### src/rtl/ahb_split_slave_ctrl.sv
// ahb_split_slave_ctrl: AHB slave SPLIT controller that parks masters while the resource is busy and releases them via hsplitx.
module ahb_split_slave_ctrl #(
  parameter int NMST        = 5,
  parameter int WAIT_CYC    = 1,
  parameter int RELEASE_DLY = 2,
  parameter int CNT_W       = 4
) (
  input  logic            hclk,
  input  logic            hreset,
  input  logic            hsel,
  input  logic [1:0]      htrans,
  input  logic            hready_in,
  input  logic [NMST-1:0] hmaster,
  input  logic            hmastlock,
  input  logic            res_busy,
  output logic            hready_out,
  output logic [1:0]      hresp,
  output logic [NMST-1:0] hsplitx,
  output logic [NMST-1:0] split_pending,
  output logic            xfer_go
);
  typedef enum logic [2:0] {IDLE, WAIT, OKAY, SPLIT1, SPLIT2} state_t;
  state_t state, ns;
  logic [CNT_W-1:0] wcnt, wcnt_n, rcnt, rcnt_inc;
  logic [NMST-1:0] mst, new_split, rel;
  logic lock, start, wdone, accept;
  assign start     = hsel & htrans[1] & hready_in;
  assign accept    = start & (state != WAIT) & (state != SPLIT1);
  assign wcnt_n    = (wcnt == '0) ? '0 : wcnt - 1'b1;
  assign wdone     = (wcnt_n == '0) & (~res_busy | ~lock);
  assign rcnt_inc  = rcnt + 1'b1;
  // The pulse fires on the edge that completes RELEASE_DLY low cycles, so hsplitx lands exactly that many cycles after res_busy drops
  assign rel       = (~res_busy && split_pending != '0 && rcnt_inc == CNT_W'(RELEASE_DLY)) ? split_pending : '0;
  assign new_split = (state == SPLIT2) ? mst : '0;
  always_comb begin
    ns = IDLE;
    if (state == WAIT) ns = wdone ? OKAY : WAIT;
    else if (state == SPLIT1) ns = SPLIT2;
    else if (start) ns = (res_busy & ~hmastlock) ? SPLIT1 : ((WAIT_CYC == 0) ? OKAY : WAIT);
  end
  always_ff @(posedge hclk or posedge hreset) begin
    if (hreset) begin
      state         <= IDLE;
      hready_out    <= 1'b1;
      hresp         <= 2'b00;
      xfer_go       <= 1'b0;
      hsplitx       <= '0;
      split_pending <= '0;
      wcnt          <= '0;
      rcnt          <= '0;
      mst           <= '0;
      lock          <= 1'b0;
    end else begin
      state         <= ns;
      hready_out    <= ~(ns == WAIT || ns == SPLIT1);
      hresp         <= (ns == SPLIT1 || ns == SPLIT2) ? 2'b11 : 2'b00;
      xfer_go       <= ns == OKAY;
      hsplitx       <= rel;
      split_pending <= (split_pending & ~rel) | new_split;
      rcnt          <= (res_busy || split_pending == '0 || rel != '0) ? '0 : rcnt_inc;
      if (accept) begin
        mst  <= hmaster;
        lock <= hmastlock;
        wcnt <= CNT_W'(WAIT_CYC);
      end else if (state == WAIT) wcnt <= wcnt_n;
    end
  end
endmodule

### config.mk
export PLATFORM = sky130hd
export DESIGN_NAME = ahb_split_slave_ctrl
export DESIGN_NICKNAME = d
export VERILOG_FILES = /design/src/rtl/ahb_split_slave_ctrl.sv
export SDC_FILE = /design/constraint.sdc
export NUM_CORES = 1
export LEC_CHECK = 0
export ABC_AREA = 1
export CORE_MARGIN = 2
export CORE_UTILIZATION = 44
export DETAILED_ROUTE_END_ITERATION = 6
export PLACE_DENSITY = 0.77
export SYNTH_ARGS = -nofsm -noshare
export SYNTH_HDL_FRONTEND = slang
export SYNTH_SLANG_ARGS = --single-unit
### constraint.sdc
create_clock -name hclk -period 1.2 [get_ports hclk]
set_input_delay 0.12 -clock hclk [delete_from_list [all_inputs] [get_ports hclk]]
set_output_delay 0.12 -clock hclk [all_outputs]
set_load 0.05 [all_outputs]
# ---- After elaboration in Yosys (flattened, before gate mapping)
# Cells that the tools add are included.
dict set report totals {
  register_bits 31
  in_bits 13
  out_inout_bits 14
  word_cells 60
}
dict set report classes {
  n_addsub 2
  n_eq_ne 10
  muxes 12
  bitwise 14
  n_reduce_logical 12
}
# op count
set op_table {}
lappend op_table {{$mux 4} 4}
lappend op_table {{$mux 5} 2}
lappend op_table {{$reduce_bool 5->1} 2}
lappend op_table {{$eq 3x2->1 const B} 3}
lappend op_table {{$logic_not 4->1} 2}
lappend op_table {{$mux 2} 4}
lappend op_table {{$and 1x1->1} 6}
lappend op_table {{$eq 3x1->1 const B} 2}
lappend op_table {{$eq 3x3->1 const B} 2}
lappend op_table {{$mux 3} 2}
lappend op_table {{$and 5x5->5} 1}
lappend op_table {{$logic_not 5->1} 1}
lappend op_table {{$not 5->5} 1}
lappend op_table {{$or 5x5->5} 1}
lappend op_table {{$add 4x1->4 const B} 1}
lappend op_table {{$eq 4x2->1 const B} 1}
lappend op_table {{$logic_or 1x1->1} 4}
lappend op_table {{$not 1->1} 4}
lappend op_table {{$sub 4x1->4 const B} 1}
lappend op_table {{$ne 3x1->1 const B} 1}
lappend op_table {{$ne 3x2->1 const B} 1}
lappend op_table {{$logic_and 1x1->1} 2}
lappend op_table {{$reduce_bool 2->1} 1}
lappend op_table {{$or 1x1->1} 1}

# ---- Longest topological paths before layout
dict set report depth {
  word_depth 9
  depth_mapped 8
  ltp_nobuf 8
}

# ---- Least setup slack after synthesis
# Ideal clock, no wire load.
dict set report synth_timing {
  path_type {flip-flop to flip-flop}
  from {register split_pending[2]}
  to {register split_pending[1]}
  setup_ps 120
  t_arrival_ps 1227
  required_ps 1080
  path_slack_ps -146
  path_stages_with_launch 8
  path_buffers 0
  synth_period_minus_slack_ps 1346
  cell_sequence {dfrtp_1 inv_1 nand3_1 nand2_2 nor2_4 nand2_4 nand2_1 nand2_1}
}
dict set report synth_via {
  elab_chain_len 7
}
# item line
set synth_rtl {}
lappend synth_rtl {{start, declared} 19} ;# output logic [NMST-1:0] split_pending,
lappend synth_rtl {{start signal, assigned} 59} ;# split_pending <= (split_pending & ~rel) | new_split;
lappend synth_rtl {{$reduce_bool 5->1} 33} ;# assign rel = (~res_busy && split_pending != '0 && rcnt_inc == CNT_W'(RELEASE_DLY)) ? split_pending : '0;
lappend synth_rtl {{$logic_and 1x1->1 (2 in series)} 33}
lappend synth_rtl {{$mux 5} 33}
lappend synth_rtl {{$not 5->5} 59}
lappend synth_rtl {{$and 5x5->5} 59}
lappend synth_rtl {{$or 5x5->5} 59}
# No other way between the ends.
# A chain may end at the register's enable or synchronous reset.

# ---- Worst setup path in the final report
dict set report layout_timing {
  from {register rcnt[0]}
  to {register split_pending[0]}
}
dict set report layout_via {
  elab_chain_len 7
}
# item line
set layout_rtl {}
lappend layout_rtl {{start, declared} 24} ;# logic [CNT_W-1:0] wcnt, wcnt_n, rcnt, rcnt_inc;
lappend layout_rtl {{start signal, assigned} 60} ;# rcnt <= (res_busy || split_pending == '0 || rel != '0) ? '0 : rcnt_inc;
lappend layout_rtl {{$add 4x1->4} 31} ;# assign rcnt_inc = rcnt + 1'b1;
lappend layout_rtl {{$eq 4x2->1} 33}
lappend layout_rtl {{$logic_and 1x1->1} 33}
lappend layout_rtl {{$mux 5} 33}
lappend layout_rtl {{$not 5->5} 59}
lappend layout_rtl {{$and 5x5->5} 59}
lappend layout_rtl {{$or 5x5->5} 59}
# No other way between the ends.

==> run metrics <==
Inserted Diodes 0; static power due to leakage 0.929 nW; detailed-route vias per instance 4.73; root buf cell clkbuf_4; final total power 3.70 mW; number of hold-slack violations in the final timing report 0; setup slack after layout -0.0762 ns; area of the die 0.00330 mm2; highest signal layer in the routed design met4; Critical Path Fanout Max 5; area added between synthesis and finish 48.7%; clock period minus final worst setup slack 1.28 ns; Reg2Reg Launch Point rcnt[0]$_DFF_PP0_; Remaining DRCs 0; Final Cycle Share 106%; Critical Path RT 1.43 ns; count of maximum capacitance violations 0; antenna violations before repair 0; half-perimeter wire length of the detailed placement result 1800 um; worst slew margin relative to its limit 85.0%; number of setup violations in the final report 12; clock-pin slew of the registers on the worst-case setup and hold paths 0.10 ns; failing checks negative setup slack; clock latency on the worst-skew pair 0.33 ns; total of hold buffers inserted after clock tree synthesis 0; Core Area 0.00273 mm2; count of antenna-violating nets left after detailed routing 0; count of clock tree sinks 30; post-placement cell count 196; Syn Inst Count 135; amount of wire on met2 after detailed routing 1340 um; Peak VDD IR 0.00117 V; detailed-route wire length on metal 1 931 um; portion of the post-synthesis area used by sequential elements 59.7%; endpoint arrival time on the critical path 1.51 ns; transition time at the pin with the least slew margin 0.223 ns; Final Max Tran Viols 0; total negative slack -0.558 ns; count of buffers inserted at the top-level ports 25; Iter 0 DRT Violations 16; number of storage elements in the synthesis netlist 30; overall track demand over capacity in global routing 17.7%; Chip Height 57.5 um; Die Wd 57.5 um; CTS Buf Count 5; worst setup path class flip-flop to flip-flop; overall overflow remaining after global route 0; share of layout cells above drive strength 1 35.6%; flop-to-flop setup slack -0.08 ns; fraction of the core area covered by cells at the end of the flow 68.5%; endpoint of the lowest-slack register-to-register path split_pending[0]$_DFF_PP0_; number of buffers between clock root and the deepest sink 2; unique cell type count in the Yosys netlist 21; status finished with violations; Cell Rows 19; synthesized area per cell 9.32 um2; nets 191; cell area after synthesis 0.00126 mm2; worst clock skew 0.0114 ns; routed wirelength normalized by instance count 11.9 um; pwr dens 1980 mW/mm2; Max Clk Rate 784 MHz; setup repair after global routing missed its margin yes; number of levels in the clock H-tree 2; iteration count of the initial detailed-routing pass 4; WL final 2470 um; initial core utilization 46.0%; sort of element at the start of the critical path flip-flop; vias 983; endpoint kind of the worst setup timing path flip-flop; wire length of the first global-routing pass 4310 um; number of nets produced by synthesis 150; depth of the most critical reg-to-reg path 7; Yosys warning count 0; boundary pin count 27; RD Place Congestion 0.775; via count of the first global-routing pass 1015; final std cells w/o fill 208; TritonCTS clock tree done; met3 wirelength from detailed routing 129 um; largest net degree at the start of global routing 31; Min-Delay Path Class input pin to asynchronous set/reset pin
[metrics by stage]
step	area (um2)	worst slack, ns	hold WS (ns)
6_report	1870	-0.0762	0.113
3_5_place_dp	1750	-0.113	0.464
4_1_cts	1830	-0.0866	0.103
2_1_floorplan	1270	0.00742	0.210
3_3_place_gp	1750	-0.0114	0.454
5_1_grt	1870	-0.127	0.109
[timing repair]
item                                    in CTS  in global routing
cloned                                       1                  0
resized for setup                            2                  9
pin swaps                                    3                  4
endpoints found under the setup margin      13                 17
setup buffers                                1                  2
[sequential cells by signal, summed over array words and instances (netlist names)]
signal         cells
hsplitx            5
mst                5
split_pending      5
rcnt               4
wcnt               4
state              3
hready_out         1
hresp              1
lock               1
xfer_go            1
[critical path, stage by stage (launching register included)]
cell     delay (ns)
dfrtp_1        0.39
ha_2           0.21
xnor2_2        0.19
nand2_2        0.12
inv_4          0.09
nand2_4        0.06
nand2_1        0.07
nand2_1        0.05
[final cells by class]
cell class | instances | area (um2)
clock buffer | 7 | 55.1
clock inverter | 1 | 5.00
fill | 209 | 862
inverter | 19 | 73.8
multi-input combinational | 86 | 470
sequential | 30 | 758
tap | 31 | 38.8
timing repair buffer | 34 | 470
[metal layers]
layer	global-route usage (%)	vias to the layer above
met5	0	-
met1	18.0	459
met3	5.90	8
li1	-	492
met2	31.8	24
met4	9.30	0
[power by group]
| group | switching, mW | internal [mW] |
|---|---|---|
| clock | 0.340 | 0.284 |
| combinational | 0.886 | 0.706 |
| sequential | 0.211 | 1.27 |
[cells by family after synthesis]
logic type	synth area share, %
AO/OA/AOI/OAI	2.58
adder cells (fa/ha/maj)	1.99
flip-flops	59.7
AND/OR/NAND/NOR	28.7
XOR/XNOR	0.696
buffers and inverters	6.26
[placed cells by master, fill, tap and decap left out, types with 2 or more instances in the layout]
master / instances
nand2_2: 7
dfrtp_1: 24
buf_12: 15
dfrtp_2: 5
nor2_2: 7
nor3_1: 2
clkbuf_4: 5
o21ai_0: 2
nor2_4: 2
a21oi_1: 2
inv_2: 3
buf_4: 8
inv_1: 15
clkdlybuf4s50_1: 11
nand2_1: 38
nor2_1: 11
nand2_4: 3
nand3_1: 5
[cells in the mapped netlist (all sizes together)]
library cell,n,share of area [%]
nand2,47,15
dfrtp,29,58
nor2,20,8.3
inv,19,5.7
nand3,5,2.0
o21ai,3,1.2
a21oi,2,0.80
ha,2,2.0
nand4,2,2.2
nor3,2,0.80
buf,1,0.60
dfstp,1,2.1
o21bai,1,0.60
xnor2,1,0.70
[worst max-delay path by stage]
stage | start | to | depth (start not counted)
2_1_floorplan | rcnt[0]$_DFF_PP0_ | split_pending[1]$_DFF_PP0_ | 7
3_3_place_gp | rcnt[1]$_DFF_PP0_ | split_pending[3]$_DFF_PP0_ | 7
3_5_place_dp | rcnt[1]$_DFF_PP0_ | rcnt[2]$_DFF_PP0_ | 5
4_1_cts | rcnt[0]$_DFF_PP0_ | hsplitx[1]$_DFF_PP0_ | 6
5_1_grt | rcnt[0]$_DFF_PP0_ | split_pending[2]$_DFF_PP0_ | 7
6_report | rcnt[0]$_DFF_PP0_ | split_pending[0]$_DFF_PP0_ | 7
(Power assumes the default switching activity.)
==> edit: new RTL, config.mk and constraints unchanged <==
The parameter `NMST` goes from 5 to 10.
--- a/src/rtl/ahb_split_slave_ctrl.sv
+++ b/src/rtl/ahb_split_slave_ctrl.sv
@@ -1,6 +1,6 @@
 // ahb_split_slave_ctrl: AHB slave SPLIT controller that parks masters while the resource is busy and releases them via hsplitx.
 module ahb_split_slave_ctrl #(
-  parameter int NMST        = 5,
+  parameter int NMST        = 10,
   parameter int WAIT_CYC    = 1,
   parameter int RELEASE_DLY = 2,
   parameter int CNT_W       = 4
Interface: changed (resized hmaster, hsplitx and split_pending); port bits go from 27 to 42. The function was not compared with the original's and may differ.
==> edit against the unedited design <==
  * The flow still finishes with violations (negative setup slack)
  * Critical path depth increased by 1
  * Sequential cell count increased by 15
  * Synthesized area rose by 45%
  * Cell area is 57% higher
  * Die area grew 42%
  * Final cell count grew 55%
  * Fmax down 9.0%
  * Routed wire length grew 62%
  * First-iteration DRC count grew to 6.0 times the old value
  * Setup slack worse by 0.13 ns
  * Total power is 93% higher
  * Critical path type unchanged
  * Critical endpoint is now split_pending[8]
==> edit: results (changes against the unedited design) <==
| Metric | Value |
|---|---|
| Synth top area cells | dfrtp_1 (60%), nand2_1 (13%), inv_1 (4.7%) |
| Pin count of the biggest net entering global routing | 46 (+48%) |
| DP Area | 0.002723 mm2 (+55%) |
| DR vias | 1,501 (+53%) |
| Leak | 1.400 nW (+51%) |
| Synthesized flop and latch total | 45 (+50%) |
| Status | finished with violations |
| Syn_nets | 216 (+44%) |
| Fin nets | 291 (+52%) |
| Synth cell types | 22 (+4.8%) |
| Final setup violation count | 24 (+12) |
| Vias in the first global route | 1,439 (+42%) |
| Post-Synth XOR/XNOR Area | 0.004795 (-0.002164) |
| Buffers on Ports | 40 (+60%) |
| Final setup margin | -0.2019 ns (-0.1257 ns) |
| Clock transition at the registers of the reported paths | 0.08 ns (-0.02 ns) |
| Gr usage total | 0.1798 (+0.002496) |
| GPL Wtd Cong | 0.8734 (+13%) |
| Failing checks | negative setup slack |
| Hpwl dp | 2724 um (+51%) |
| Max VDD drop | 1.465 mV (+25%) |
| Tightest Pin Transition | 0.2355 ns (+0.01199 ns) |
| Critical path endpoint | split_pending[8] |
| Clock Skew | 0.01045 ns (-0.0009233 ns) |
| CP Data Arrival Time | 1.59 ns (+0.08 ns) |
[edit: routing by layer]
metal  track usage  up-vias  part of all wire
met5             0        -                 0
met4        0.1000        0             0.020
met3       0.04605        8             0.036
met2        0.3065       38              0.55
met1        0.2039      713              0.39
li1              -      742                 -
[edit: metrics by stage]
stage / setup WS, ns / setup TNS, ns / utilization / instances / hold WS [ns]
after floorplan: -0.1016 / -2.454 / - / 196 / 0.2296
after global placement: -0.1264 / -2.604 / 0.6806 / 306 / 0.4608
after detailed placement: -0.1922 / -4.859 / 0.6806 / 306 / 0.4692
after CTS: -0.2168 / -4.066 / 0.7082 / 315 / 0.1634
after global routing: -0.2798 / -5.816 / 0.7348 / 322 / 0.1998
final: -0.2019 / -3.869 / 0.7348 / 322 / 0.1461
[edit: what timing repair did]
| item | CTS | global route |
|---|---|---|
| gates cloned | 0 | 2 |
| pin swaps | 2 | 3 |
| hold buffers | 0 | 0 |
| endpoints found under the setup margin | 30 | 42 |
| gates resized for setup | 7 | 23 |
| buffers inserted | 1 | 5 |
[edit: cell families (layout without fill, tap and decap cells)]
family	Yosys count	count (layout)
DFF	45	45
xor gates and xnor gates	1	1
adders and majority gates	2	2
and+or+nand+nor	108	108
AOI/OAI and AO/OA	11	11
buffers and inverters	29	105
[edit: worst min-delay path by stage]
stage | slack [ns] | depth (start not counted) | end | from
after floorplan | 0.23 | 2 | mst[0] | hmaster[0]
after global placement | 0.46 | 2 | split_pending[4] | mst[4]
after detailed placement | 0.47 | 2 | split_pending[9] | mst[9]
after CTS | 0.16 | 3 | split_pending[6] | hreset
after global routing | 0.20 | 3 | hresp[0] | hreset
final | 0.15 | 3 | hresp[0] | hreset
[edit: layout make-up]
cell class | count | share of cell area
clock buffer | 6 | 0.02469
timing repair buffer | 73 | 0.3176
clock inverter | 2 | 0.003406
sequential | 45 | 0.3878
multi-input combinational | 122 | 0.2129
inverter | 24 | 0.03235
tap | 50 | 0.02129
[edit: critical path, cell delays in order (launching register included)]
cell	delay (ns)
dfrtp_1	0.40
ha_2	0.20
xnor2_2	0.15
nand2_1	0.10
nor2_2	0.09
nand2_2	0.10
buf_12	0.16
nand2_1	0.06
nand2_1	0.04
[edit: power by group through the flow]
stage / clock (mW) / combinational (mW) / sequential [mW]
floorplan: 0 / 1.08 / 3.07
global placement: 0 / 3.59 / 2.29
detailed placement: 0 / 3.65 / 2.33
CTS: 0.911 / 3.74 / 2.30
global route: 0.989 / 4.20 / 2.36
finish: 0.893 / 3.94 / 2.32
